$ cat config.mk
export PLATFORM = sky130hd
export DESIGN_NAME = code_inv_dec
export DESIGN_NICKNAME = d
export VERILOG_FILES = /design/src/rtl/code_inv_dec.sv
export SDC_FILE = /design/constraint.sdc
export NUM_CORES = 1
export LEC_CHECK = 0
export ABC_AREA = 1
export BUFFER_PORTS_ARGS = -buffer_cell sky130_fd_sc_hd__buf_2
export CAP_MARGIN = 30
export CORE_UTILIZATION = 52
export CTS_BUF_LIST = sky130_fd_sc_hd__clkbuf_8
export DETAILED_ROUTE_END_ITERATION = 16
export PLACE_DENSITY_LB_ADDON = 0.1
export SLEW_MARGIN = 15
export SYNTH_ARGS = -nofsm -noshare
export SYNTH_HDL_FRONTEND = slang
export SYNTH_SLANG_ARGS = --single-unit
$ cat constraint.sdc
create_clock -name clk -period 1.6 [get_ports clk]
set_clock_uncertainty 0.15 [all_clocks]
set_input_delay 0.32 -clock clk [delete_from_list [all_inputs] [get_ports clk]]
set_output_delay 0.32 -clock clk [all_outputs]
set_load 0.01 [all_outputs]
$ cat src/rtl/code_inv_dec.sv
// Inverse 3-bit code decoder with a 2-entry output FIFO, a +1 mod 8 sequence
// checker and a saturating count of completed output handshakes.
module code_inv_dec #(
  parameter int CNT_W = 8
) (
  input  logic             clk,
  input  logic             rst,
  input  logic             in_valid,
  output logic             in_ready,
  input  logic [2:0]       in_code,
  output logic             out_valid,
  input  logic             out_ready,
  output logic [2:0]       out_idx,
  output logic             out_seq_err,
  output logic [CNT_W-1:0] dec_count
);

  typedef struct packed {
    logic [2:0] idx;
    logic       seq_err;
  } entry_t;

  entry_t     mem [2];
  logic       wr_ptr;
  logic       rd_ptr;
  logic [1:0] occ;
  logic       first_word;
  logic [2:0] prev_idx;

  logic       push;
  logic       pop;
  logic [2:0] dec_idx;
  logic       dec_err;

  function automatic logic [2:0] decode(input logic [2:0] code);
    logic [2:0] idx;
    case (code)
      3'b111:  idx = 3'd0;
      3'b110:  idx = 3'd1;
      3'b100:  idx = 3'd2;
      3'b101:  idx = 3'd3;
      3'b001:  idx = 3'd4;
      3'b000:  idx = 3'd5;
      3'b010:  idx = 3'd6;
      3'b011:  idx = 3'd7;
      default: idx = 3'd0;
    endcase
    return idx;
  endfunction

  // NOTE: every always_comb output gets a value on every path, so no latch is inferred.
  always_comb begin
    dec_idx = decode(in_code);
    dec_err = 1'b0;
    if (!first_word && (dec_idx != prev_idx + 3'd1)) dec_err = 1'b1;
  end

  // Both flags come straight from the occupancy register: no in_* to out_* path,
  // and a full FIFO refuses a word even when the head is popped the same cycle.
  assign in_ready    = (occ != 2'd2);
  assign out_valid   = (occ != 2'd0);
  assign push        = in_valid & in_ready;
  assign pop         = out_valid & out_ready;
  assign out_idx     = mem[rd_ptr].idx;
  assign out_seq_err = mem[rd_ptr].seq_err;

  // NOTE: sequential state uses non-blocking assignments so every register
  // samples pre-edge values regardless of statement order.
  always_ff @(posedge clk) begin
    if (rst) begin
      // NOTE: the two storage entries are reset because the head entry is
      // visible on out_idx/out_seq_err even while the FIFO is empty.
      mem[0]     <= '0;
      mem[1]     <= '0;
      wr_ptr     <= 1'b0;
      rd_ptr     <= 1'b0;
      occ        <= 2'd0;
      first_word <= 1'b1;
      prev_idx   <= 3'd0;
      dec_count  <= '0;
    end else begin
      if (push) begin
        mem[wr_ptr] <= '{idx: dec_idx, seq_err: dec_err};
        wr_ptr      <= ~wr_ptr;
        prev_idx    <= dec_idx;
        first_word  <= 1'b0;
      end
      if (pop) begin
        rd_ptr <= ~rd_ptr;
        if (dec_count != '1) dec_count <= dec_count + CNT_W'(1);
      end
      case ({push, pop})
        2'b10:   occ <= occ + 2'd1;
        2'b01:   occ <= occ - 2'd1;
        default: occ <= occ;
      endcase
    end
  end

endmodule

==> reports/results.ini <==
[run]
drv_cap = 0

[logic_synthesis]
synthDistinctLibCells = 29
synth_warnings = 0
synth_area_leader_cell = dfxtp_1
netlist_area_sq_um = 1310
yosysSeqAreaShare_pct = 44.5
syn_inst = 164
yosys-top-cells-area = dfxtp_1 (26%), edfxtp_1 (18%), nand2_1 (11%)
synth.top_cell.area_share_pct = 26.1
ys_dominant_reg_cell = dfxtp_1
synthArstFlopShare_pct = 0
avgSynthCellArea_sq_um = 7.96
ys_seq_elements = 25
mappedNetlistNets = 174
synth-edff-count = 8

[power]
power_density_nw_per_um2 = 1050
peakVddDrop_mv = 0.725
leakagePower_uw = 0.000716

[worst_hold_path]
hp-class = input pin to register

[drt]
drt_iter0_markers = 15
antenna_left = 0
drc = 0
viasPerCell = 4.99
wirelength_microns = 2390
wl_per_cell_microns = 11.0
drt-pass1-iter-count = 4
vias = 1087

[global_routing]
grt_usage_pct = 20.9
first_global_vias = 1049
grt_pass1_wl_microns = 4130
grt_overflow = 0
grt_antenna_before_repair = 0
grt_start_max_net_pins = 14

[setup_path]
cp_slowest_cell = dfxtp_4
cp_top_family = flip-flops
crit_buf_inv = 1
crit_chain = mux2_2 -> buf_6
cp_max_fo = 4
required_ps = 1130
max_stage_delay_ps = 380
crit_arrival_ps = 1110
end_kind = output pin
critPathLaunchType = register
rrSetupSlack_ps = 80
worstSetupPathType = register to output pin

[floorplan]
die_h_microns = 52.1
row_count = 17
ios = 21
initial_utilization_pct = 56.8
dieArea_sq_um = 2710
core_area_sq_um = 2300
dieWidth_microns = 52.1

[clock_network]
cts-buffers-inserted = 3
cts_setup_buffers = 0
clkTransAtPathRegs_ps = 80
root_buffer = clkbuf_8
clk_latency_ps = 260
clkSinkCount = 25
cts_htree_levels = 1
max-clock-path-buffers = 2
cts_tree = built

[final_layout]
diodes = 0
layout_commonest_cell = nand2_1
drive_above_1_share_pct = 30.0
syn_to_final_growth_pct = 19.3
fillers = 205
final_core_util_pct = 67.8
fin_nets = 201
final_cell_mix = nand2_1 (39), inv_1 (22), buf_2 (16)

[sta]
finalSetupViolCount = 0
period_minus_slack_ps = 1580
tns_ps = 0
rsz0062_at_grt = true
period_share_pct = 98.5
relSlewSlack_pct = 83.9
fin_ws_ps = 23.7
slew_violations = 0
tightest_slew_ps = 239
finalHoldViolCount = 0
clock.fmax_mhz = 634

[place]
dp_hpwl_microns = 1840
gp_congestion = 0.808
pre_cts_ws_ps = -11.8
io_buffers = 20

[run_status]
outcome = completed

-- metal layers --
metal,GRT usage [%],part of all wire (%)
met1,23.5,47
met2,37.0,49
met3,2.92,2.3
met4,12.2,1.3
met5,0,0
-- final cells by class --
class	instances	area, sq um	share of cell area, %
multi-input cells	113	636	40.8
flip-flops and latches	25	592	38.0
repair buffers	25	163	10.5
inverters	23	86.3	5.55
clock buffers	3	41.3	2.65
well taps	28	35.0	2.25
clock inverters	1	3.75	0.241
-- where the power goes --
part	leakage (uW)	switching [uW]	internal [uW]
Clock	0.0000269	189	171
Sequential	0.000225	56.5	742
Combinational	0.000464	266	209
-- registers in the layout, summed over array words and instances (netlist names), named ones only --
| name | flops |
|---|---|
| dec_count | 8 |
| mem | 8 |
| prev_idx | 3 |
| occ | 2 |
| first_word | 1 |
| rd_ptr | 1 |
| wr_ptr | 1 |
-- synthesized netlist by cell type (all sizes together), types with 2 or more instances --
library cell  instances
mux2                  4
dfxtp                17
o21ai                 9
a21oi                11
inv                  23
edfxtp                8
ha                    3
nand2                42
nor2                 22
nand3b                2
buf                   3
nand3                12
-- kinds of logic after synthesis --
logic type	Yosys count	share of synthesized area, %
multiplexers	4	3.45
adder cells (fa/ha/maj)	3	2.88
buffers and inverters	26	8.25
XOR/XNOR	1	0.671
flip-flops	25	44.5
AO/OA/AOI/OAI	22	9.20
AND/OR/NAND/NOR	83	31.1
-- what timing repair did --
item	4_1_cts	5_1_grt
hold buffers	0	0
setup endpoints to repair	5	11
gates resized for setup	3	13
-- per-stage QoR --
step	cells	total power, uW	hold slack, ps	cell area, sq um
2_1_floorplan	164	1110	239	1310
3_3_place_gp	214	1210	284	1460
3_5_place_dp	214	1240	297	1460
4_1_cts	218	1600	151	1510
5_1_grt	218	1740	152	1560
6_report	218	1630	152	1560
-- worst paths after layout --
| kind | from | cells past startpoint | end |
|---|---|---|---|
| worst max-delay path | register | 2 | out_idx[1] |
| worst min-delay path | rst | 2 | dec_count[1] |
| worst max register to register | occ[0] | 6 | occ[1] |
| worst min register to register | rd_ptr | 1 | register |
Note: power is estimated with default switching activity, not from simulation.
